**src/rtl/ps2_key_tracker.sv**
```systemverilog
// PS/2 set-2 scan-code parser tracking W/S/O/L make/break state.
// Optional stuck-key idle timeout: define STUCK_KEY_TIMEOUT_EN.
module ps2_key_tracker #(
`ifdef STUCK_KEY_TIMEOUT_EN
    parameter logic [25:0] TIMEOUT_CYCLES = 26'd50000000,
`endif
    parameter logic [7:0] KEY_W = 8'h1D,
    parameter logic [7:0] KEY_S = 8'h1B,
    parameter logic [7:0] KEY_O = 8'h44,
    parameter logic [7:0] KEY_L = 8'h4B
) (
    input  logic       clock,
    input  logic       resetn,
    input  logic [7:0] key_data,
    input  logic       key_pressed,
    output logic [3:0] key_held,
    output logic [3:0] press_pulse,
    output logic       p1_up,
    output logic       p1_down,
    output logic       p2_up,
    output logic       p2_down,
    output logic [1:0] parse_state
);

    typedef enum logic [1:0] {
        IDLE    = 2'd0,
        BRK     = 2'd1,
        EXT     = 2'd2,
        EXT_BRK = 2'd3
    } state_t;

    state_t     state_q, state_d;
    logic       kp_q;
    logic [3:0] held_q, held_d;
    logic [3:0] pulse_q;
    logic [3:0] pad_q, pad_d;
    logic       accept;
    logic [3:0] hit;

    assign accept = key_pressed & ~kp_q;

    // One-hot {L,O,S,W} match of the current byte against the game keys
    assign hit = {key_data == KEY_L, key_data == KEY_O,
                  key_data == KEY_S, key_data == KEY_W};

`ifdef STUCK_KEY_TIMEOUT_EN
    logic [25:0] idle_q;
    logic        expired;

    assign expired = ~accept & (idle_q == TIMEOUT_CYCLES);

    // Idle counter: cleared by any accepted byte, saturates at the timeout
    always_ff @(posedge clock or negedge resetn) begin
        if (!resetn) begin
            idle_q <= '0;
        end else if (accept) begin
            idle_q <= '0;
        end else if (idle_q != TIMEOUT_CYCLES) begin
            idle_q <= idle_q + 26'd1;
        end
    end
`else
    logic expired;
    assign expired = 1'b0;
`endif

    // Parser next state and held-key update on accepted bytes
    always_comb begin
        state_d = state_q;
        held_d  = held_q;
        if (accept) begin
            unique case (state_q)
                IDLE: begin
                    if (key_data == 8'hF0) begin
                        state_d = BRK;
                    end else if (key_data == 8'hE0 || key_data == 8'hE1) begin
                        state_d = EXT;
                    end else if (key_data == 8'hAA || key_data == 8'h00 ||
                                 key_data == 8'hFF) begin
                        held_d = '0;
                    end else if (key_data != 8'hFA && key_data != 8'hFE) begin
                        held_d = held_q | hit;
                    end
                end
                BRK: begin
                    if (key_data == 8'hE0) begin
                        state_d = EXT_BRK;
                    end else if (key_data != 8'hF0) begin
                        held_d  = held_q & ~hit;
                        state_d = IDLE;
                    end
                end
                EXT: begin
                    state_d = (key_data == 8'hF0) ? EXT_BRK : IDLE;
                end
                EXT_BRK: begin
                    state_d = IDLE;
                end
                default: state_d = IDLE;
            endcase
        end
        if (expired) begin
            held_d = '0;
        end
    end

    // Paddle commands: opposing keys cancel out
    always_comb begin
        pad_d = {held_d[0] & ~held_d[1], held_d[1] & ~held_d[0],
                 held_d[2] & ~held_d[3], held_d[3] & ~held_d[2]};
    end

    // Registered parser state, strobe history and outputs
    always_ff @(posedge clock or negedge resetn) begin
        if (!resetn) begin
            state_q <= IDLE;
            kp_q    <= 1'b0;
            held_q  <= '0;
            pulse_q <= '0;
            pad_q   <= '0;
        end else begin
            state_q <= state_d;
            kp_q    <= key_pressed;
            held_q  <= held_d;
            pulse_q <= held_d & ~held_q;
            pad_q   <= pad_d;
        end
    end

    assign key_held    = held_q;
    assign press_pulse = pulse_q;
    assign p1_up       = pad_q[3];
    assign p1_down     = pad_q[2];
    assign p2_up       = pad_q[1];
    assign p2_down     = pad_q[0];
    assign parse_state = state_q;

endmodule

```
**config.mk**
```make
export PLATFORM = sky130hd
export DESIGN_NAME = ps2_key_tracker
export DESIGN_NICKNAME = d
export VERILOG_FILES = /design/src/rtl/ps2_key_tracker.sv
export SDC_FILE = /design/constraint.sdc
export NUM_CORES = 1
export LEC_CHECK = 0
export ABC_AREA = 1
export BUFFER_PORTS_ARGS = -buffer_cell sky130_fd_sc_hd__buf_2
export CORE_UTILIZATION = 55
export DETAILED_ROUTE_END_ITERATION = 8
export PLACE_DENSITY = 0.83
export SYNTH_ARGS = -nofsm -noshare
export SYNTH_HDL_FRONTEND = slang
export SYNTH_SLANG_ARGS = --single-unit
```
**constraint.sdc**
```tcl
create_clock -name clock -period 2.95 [get_ports clock]
set_input_delay 0.4425 -clock clock [delete_from_list [all_inputs] [get_ports clock]]
set_output_delay 0.4425 -clock clock [all_outputs]
set_load 0.005 [all_outputs]
```
After elaboration in Yosys (flattened, before gate mapping)

Index checks and enable logic that the tools add are counted.

Equality and inequality tests: 17
Muxes and demuxes: 14
Bitwise gates (word level): 15
Reduce and logical (&&, ||, !) cells: 7

Operators with widths:

| cell               | number |
|---|---|
| $eq 8x8->1 const B | 5 |
| $mux 4             | 7 |
| $ne 8x8->1 const B | 3 |
| $eq 8x5->1 const B | 2 |
| $eq 8x7->1 const B | 2 |
| $mux 2             | 5 |
| $and 4x4->4        | 2 |
| $logic_not 8->1    | 1 |
| $not 4->4          | 2 |
| $pmux 2 s4         | 1 |
| $pmux 4 s2         | 1 |
| $ne 3x3->1 const B | 2 |
| $and 1x1->1        | 5 |
| $not 1->1          | 5 |
| $eq 2x2->1 const B | 2 |
| $or 4x4->4         | 1 |
| $logic_or 1x1->1   | 3 |
| $reduce_and 3->1   | 1 |
| $eq 2x1->1 const B | 1 |
| $logic_not 2->1    | 1 |
| $logic_and 1x1->1  | 1 |

Bits in registers: 15
Word-level logic and storage cells: 58

Logic depth before layout (Yosys ltp)

Gate-level depths: netlist of run 1.

Depth in word-level cells: 10
Mapped depth: 10
Depth with buffers taken out: 10

Worst setup path before layout of run 1

No wires, ideal clock.

Path type: input to register
From: in key_data[7]
To: reg pad_q[1]
Setup time: 0.116 ns
Arrival: 1.149 ns
Data required time: 2.834 ns
Slack: 1.685 ns
Stages: 10
Path buffers: 0
Cells stage by stage: inv_1 > nand2_1 > nor2_2 > nand2_1 > nand2_1 > nand4_2 > nand2_2 > nand2_1 > nand2_1 > nor2_2

Longest elaborated chain between the ends: 10
Elaborated cells on any way between the ends: 28
Classes of those cells: eq/ne: 10; mux: 8; bitwise: 5; reduce/logical: 5

Ends and longest elaborated chain:

| what                                       | RTL line | text |
|---|---|---|
| start, declared                            | 14       | `input logic [7:0] key_data,` |
| $eq 8x7->1 (tied with other cells)         | 43       | `assign hit = {key_data == KEY_L, key_data == KEY_O,` |
| $or 4x4->4 (tied with other cells)         | 82       | `held_d = held_q \| hit;` |
| $mux 4 or $logic_or 1x1->1 (tied branches) | 81, 78   |  |
| $mux 4                                     | 78       | `end else if (key_data == 8'hAA \|\| key_data == 8'h00 \|\|` |
| $mux 4                                     | 76       | `end else if (key_data == 8'hE0 \|\| key_data == 8'hE1) begin` |
| $mux 4                                     | 74       | `if (key_data == 8'hF0) begin` |
| $pmux 4 s2 *                               | 72       | `unique case (state_q)` |
| $mux 4 *                                   | 71       | `if (accept) begin` |
| named net held_d[3]                        | 34       | `logic [3:0] held_q, held_d;` |
| $not 1->1 *                                | 110      | `held_d[2] & ~held_d[3], held_d[3] & ~held_d[2]};` |
| $and 1x1->1 *                              | 110      |  |
| named net pad_d[1]                         | 36       | `logic [3:0] pad_q, pad_d;` |
| end signal, assigned                       | 126      | `pad_q <= pad_d;` |
| end, declared                              | 36       |  |

The timed path passes the listed nets; every way through them passes the cells marked *.
A chain may end at the register's enable or synchronous reset.

Worst setup path after layout of run 1

From: reg state_q[1] (netlist: parse_state[1])
To: out parse_state[1]

RTL lines:

| what                   | RTL line | text |
|---|---|---|
| start, declared        | 32       | `state_t state_q, state_d;` |
| start signal, assigned | 122      | `state_q <= state_d;` |
| end, declared          | 22       | `output logic [1:0] parse_state` |

No word-level cell between the ends.

==> flow_summary.toml, run 1 <==
[pwr]
powerDensity_nw_per_um2 = 616.5
pwr-share-comb = 0.423
clockPowerShare = 0.153
internal_power_uw = 434.0
p_sw_uw = 283.5
p_leak_uw = 0.0006984
power_frac_seq = 0.425
ir_drop_v = 0.0004447
power_uw = 717.4
swShare = 0.3951

[routing]
drc = 0
ant_nets = 0
drtPass1Iterations = 4
drtIter0Drc = 17
viasPerCell = 4.774
via_count = 888
wl_um = 1807
wire_per_inst_um = 9.715

[die]
rows = 14
start_util = 0.6193
design.portCount = 25
die_h_um = 44.37
die_w_um = 44.37
design.core.area_um2 = 1594
die-area_um2 = 1968

[clocking]
postCtsSetupBuffers = 0
cts_tree = "done"
htreeDepth = 1
numCtsBuffers = 3
cts_max_path_buffers = 2
root_buffer = "clkbuf_4"
post_cts_resize_count = 0
hold_buffers = 0
clock-sinks = 15
insertion_delay_ns = 0.27
clk_pin_slew_ns = 0.08

[timing]
slew_violations = 0
setup_viol = 0
slew_headroom = 0.7929
fin_tns_setup_ns = 0
hold_viol_final = 0
rsz0062_at_grt = "false"
clock_skew_ns = 0.001823
min_period_over_period = 0.4637
fmax_mhz = 731.1
tightestPinTransition_ns = 0.3107
fin_crit_ns = 1.368

[worst_setup_path]
end_kind = "output port"
worstPathArrival_ns = 0.93
crit_required_ns = 2.51
cpPeakStageDelay_ns = 0.49
worst-path-max-fanout = 5
worstPathCellList = "buf_2"
critical_path.top_delay_family = "flip-flops"
worst-path-buf-inv = 1
start_kind = "register"
path_class = "register to output port"
rr_startpoint = "kp_q"
cp_slowest_cell = "dfrtp_1"
critPathLaunch = "parse_state[1]"

[hold_path]
worstHoldPathType = "input port to async pin"

[status]
status = "completed"

[layout]
drive_gt1_frac = 0.3457
mostFrequentLayoutCell = "nand2_1"
design_area_um2 = 1164
antennaDiodeCount = 0
fill_cells = 134
final_cell_mix = "nand2_1, buf_2, inv_1"
nets = 174
syn_to_final_growth_pct = 17.87
layout.cells.non_filler = 186

[synthesis]
syn-cell-area_um2 = 987.2
synth_compound_area_frac = 0.05830
synthMuxAreaShare = 0
ys_seq_area_frac = 0.3802
synthCells = 134
yosysUniqueCellTypes = 18
synthXorXnorAreaFrac = 0
synth-simple-area-share = 0.4664
yosysWarningCount = 0
syn_nets = 145
synth.avg_cell_area_um2 = 7.367
synth_top_family_by_area = "simple AND/OR/NAND/NOR gates"
synth_fa_ha_area_frac = 0
yosys_register_bits = 15

[placement]
io_buffers = 24
dp.cells = 182
dpl.hpwl_um = 1501
post_dp_cell_area_um2 = 1137
finalWeightedCongestion = 0.8916

[grt]
grt_first_pass_wirelength_um = 3125
grt_usage = 0.2139
grt_antenna_before_repair = 0
grt_overflow = 0
grt_pass1_vias = 811
grt_max_degree = 16

[run]
cap_violations = 0
## sequential cells by signal, indices dropped and copies added, names as in the netlist
name,flops
pad_q,4
kp_q,1
key_held,4
parse_state,2
press_pulse,4
## power groups by stage
stage | registers, uW | logic [uW] | clock network [uW]
CTS | 306 | 307 | 114
finish | 305 | 303 | 109
global placement | 306 | 297 | 0
global route | 312 | 344 | 121
detailed placement | 308 | 306 | 0
floorplan | 311 | 203 | 0
## per-layer routing
| layer | track usage | wire (um) | up-vias |
|---|---|---|---|
| met5 | 0 | 0 | - |
| met3 | 0.06122 | 80 | 2 |
| met1 | 0.2500 | 815 | 399 |
| li1 | - | - | 463 |
| met2 | 0.4000 | 901 | 24 |
| met4 | 0.01818 | 8 | 0 |
## synth_stat cells (all sizes together)
library cell | count | area (um2)
inv | 25 | 93.84
nand3 | 7 | 40.04
nand4 | 4 | 37.53
nand2 | 48 | 207.7
o21ai | 1 | 5.000
nor2 | 28 | 175.2
dfrtp | 15 | 375.4
a31oi | 2 | 18.77
a21oi | 3 | 15.01
a21boi | 1 | 18.77
## worst paths after layout
check,endpoint,slack (ns),cells after the start
max,parse_state[1],1.58,1
max in group asynchronous,parse_state[0],2.67,1
min in group clock,kp_q,0.28,1
min,pad_q[2],0.05,1
min reg2reg,press_pulse[0],0.51,1
max reg2reg,press_pulse[2],1.58,6
## metrics by stage
step	setup WS, ns	hold slack [ns]	utilization
2_1_floorplan	1.685	0.1469	-
3_3_place_gp	1.463	0.3480	0.7135
3_5_place_dp	1.438	0.3547	0.7135
4_1_cts	1.569	0.05250	0.7300
5_1_grt	1.490	0.06830	0.7300
6_report	1.582	0.04649	0.7300
## area by class of cell
type / instances / area, um2 / area share
multi-input cells: 94 / 518.0 / 0.4452
flip-flops and latches: 15 / 375.4 / 0.3226
inverters: 25 / 93.84 / 0.08064
repair buffers: 24 / 120.1 / 0.1032
clock buffers: 4 / 26.28 / 0.02258
well taps: 24 / 30.03 / 0.02581
## kinds of logic after synthesis
logic type,after synthesis
DFF,15
buffers and inverters,25
and+or+nand+nor,87
AOI/OAI and AO/OA,7
Power figures use the tool's default switching activity.
==> run 2: changes to the inputs <==
--- a/config.mk
+++ b/config.mk
@@ -7,9 +7,9 @@
 export LEC_CHECK = 0
 export ABC_AREA = 1
 export BUFFER_PORTS_ARGS = -buffer_cell sky130_fd_sc_hd__buf_2
-export CORE_UTILIZATION = 55
+export CORE_UTILIZATION = 51
 export DETAILED_ROUTE_END_ITERATION = 8
-export PLACE_DENSITY = 0.83
+export PLACE_DENSITY = 0.78
 export SYNTH_ARGS = -nofsm -noshare
 export SYNTH_HDL_FRONTEND = slang
 export SYNTH_SLANG_ARGS = --single-unit
==> constraint.sdc (replaced) <==
create_clock -name clock -period 1.3 [get_ports clock]
set_input_delay 0.195 -clock clock [delete_from_list [all_inputs] [get_ports clock]]
set_output_delay 0.195 -clock clock [all_outputs]
set_load 0.005 [all_outputs]
==> flow_summary.toml, run 2 (synthesis results as in run 1) <==
[worst_setup_path]
crit_top_cell = "nor2_4"
worstPathArrival_ns = 1.44
r2r_end = "parse_state[0]"
worstPathCellList = "nor2_4 -> o21ai_1 -> nor2_1 -> nor2_4 -> a31oi_1"
cpPeakStageDelay_ns = 0.45
worst-path-max-fanout = 5
critPathLaunch = "parse_state[0]"
end_kind = "register"
rr_startpoint = "parse_state[0]"
crit_required_ns = 1.52
path_class = "register to register"
start_kind = "register"
crit_end = "parse_state[0]"
reg2reg_depth = 5
reg2reg_slack_ns = 0.08
cp_slowest_cell = "dfrtp_2"

[pwr]
powerDensity_nw_per_um2 = 1406
p_leak_uw = 0.0007086
ir_drop_v = 0.001002

[routing]
via_count = 908
drc = 0
viasPerCell = 4.804
drtPass1Iterations = 4
ant_nets = 0
drtIter0Drc = 15
wire_per_inst_um = 10.04
wl_um = 1898

[clocking]
htreeDepth = 1
insertion_delay_ns = 0.30
clock-sinks = 15
cts_max_path_buffers = 2
postCtsSetupBuffers = 0
numCtsBuffers = 3
clk_pin_slew_ns = 0.10
root_buffer = "clkbuf_4"
cts_tree = "done"

[placement]
post_dp_cell_area_um2 = 1146
dp.cells = 184
io_buffers = 24
finalWeightedCongestion = 0.8724
dpl_worst_slack_ns = 0.03309
dpl.hpwl_um = 1442

[hold_path]
worstHoldPathType = "input port to register"

[layout]
final_cell_mix = "nand2_1, buf_2, inv_1"
syn_to_final_growth_pct = 20.41
design_area_um2 = 1189
antennaDiodeCount = 0
fill_cells = 160
nets = 176
multi_input_area_um2 = 520.5
drive_gt1_frac = 0.3720
seqCellArea_um2 = 377.9
layout.cells.non_filler = 189
mostFrequentLayoutCell = "nand2_1"

[timing]
slew_violations = 0
min_period_over_period = 0.9391
tightestPinTransition_ns = 0.3366
finalWorstSetupSlack_ns = 0.07917
fin_crit_ns = 1.221
slew_headroom = 0.7756
hold_viol_final = 0
fin_tns_setup_ns = 0
setup_viol = 0
rsz0062_at_grt = "false"
fmax_mhz = 819.1
clock_skew_ns = 0.01274

[run]
cap_violations = 0

[die]
die-area_um2 = 2116
start_util = 0.5596
die_h_um = 46.00
rows = 15
design.core.area_um2 = 1764
design.portCount = 25
die_w_um = 46.00

[grt]
grt_max_degree = 16
grt_usage = 0.2208
grt_overflow = 0
grt_antenna_before_repair = 0
grt_first_pass_wirelength_um = 3270
grt_pass1_vias = 776

[status]
status = "completed"
run 2: cell types whose count changed in the layout (fill, tap and decap cells not counted):
cell	delta
buf_4	+1
clkbuf_1	-1
clkinv_2	+1
dfrtp_1	-2
dfrtp_2	+2
dlygate4sd3_1	+1
nand2_1	-1
nand2_2	+1
run 2: power breakdown:
group	internal (uW)	total [uW]	leakage [uW]	switching [uW]
clock network	115	282	0.0000177	168
logic	288	694	0.000496	406
registers	590	696	0.000194	106
run 2: layer usage:
metal | wire (um) | track usage | up-vias
met2 | 941 | 0.3662 | 25
met5 | 0 | 0 | -
li1 | - | - | 463
met1 | 844 | 0.2749 | 415
met3 | 73 | 0.03571 | 5
met4 | 39 | 0.1059 | 0
run 2: final cells by class:
| type | count | area share |
|---|---|---|
| multi-input cells | 94 | 0.4379 |
| flip-flops and latches | 15 | 0.3179 |
| repair buffers | 26 | 0.1158 |
| inverters | 25 | 0.07895 |
| well taps | 25 | 0.02632 |
| clock buffers | 3 | 0.01895 |
| clock inverters | 1 | 0.004211 |
run 2: stage by stage:
stage	total power [uW]	hold slack, ns	util
CTS	1676	0.01694	0.6709
global placement	1375	0.1027	0.6496
finish	1672	0.02284	0.6738
global route	1808	0.01651	0.6738
floorplan	1166	-0.1006	-
detailed placement	1386	0.1208	0.6496
run 2: worst min-delay path by stage:
stage | start | to | slack (ns) | depth (start not counted)
after floorplan | resetn | key_held[0] | -0.10 | 0
after CTS | key_pressed | kp_q | 0.02 | 1
after detailed placement | resetn | pad_q[2] | 0.12 | 1
after global routing | key_pressed | kp_q | 0.02 | 1
final | key_pressed | kp_q | 0.02 | 1
after global placement | resetn | pad_q[2] | 0.10 | 1
run 2: what timing repair did:
action | 4_1_cts | 5_1_grt
endpoints found under the hold margin | 15 | 0
endpoints found under the setup margin | 0 | 8
hold buffers | 1 | 0
resized for setup | 0 | 3
run 2: critical path: cells and delay by family, from the launching register on:
| family | cells | cell delay (ns) |
|---|---|---|
| flip-flops | 1 | 0.45 |
| AO/OA/AOI/OAI | 2 | 0.27 |
| AND/OR/NAND/NOR | 3 | 0.42 |
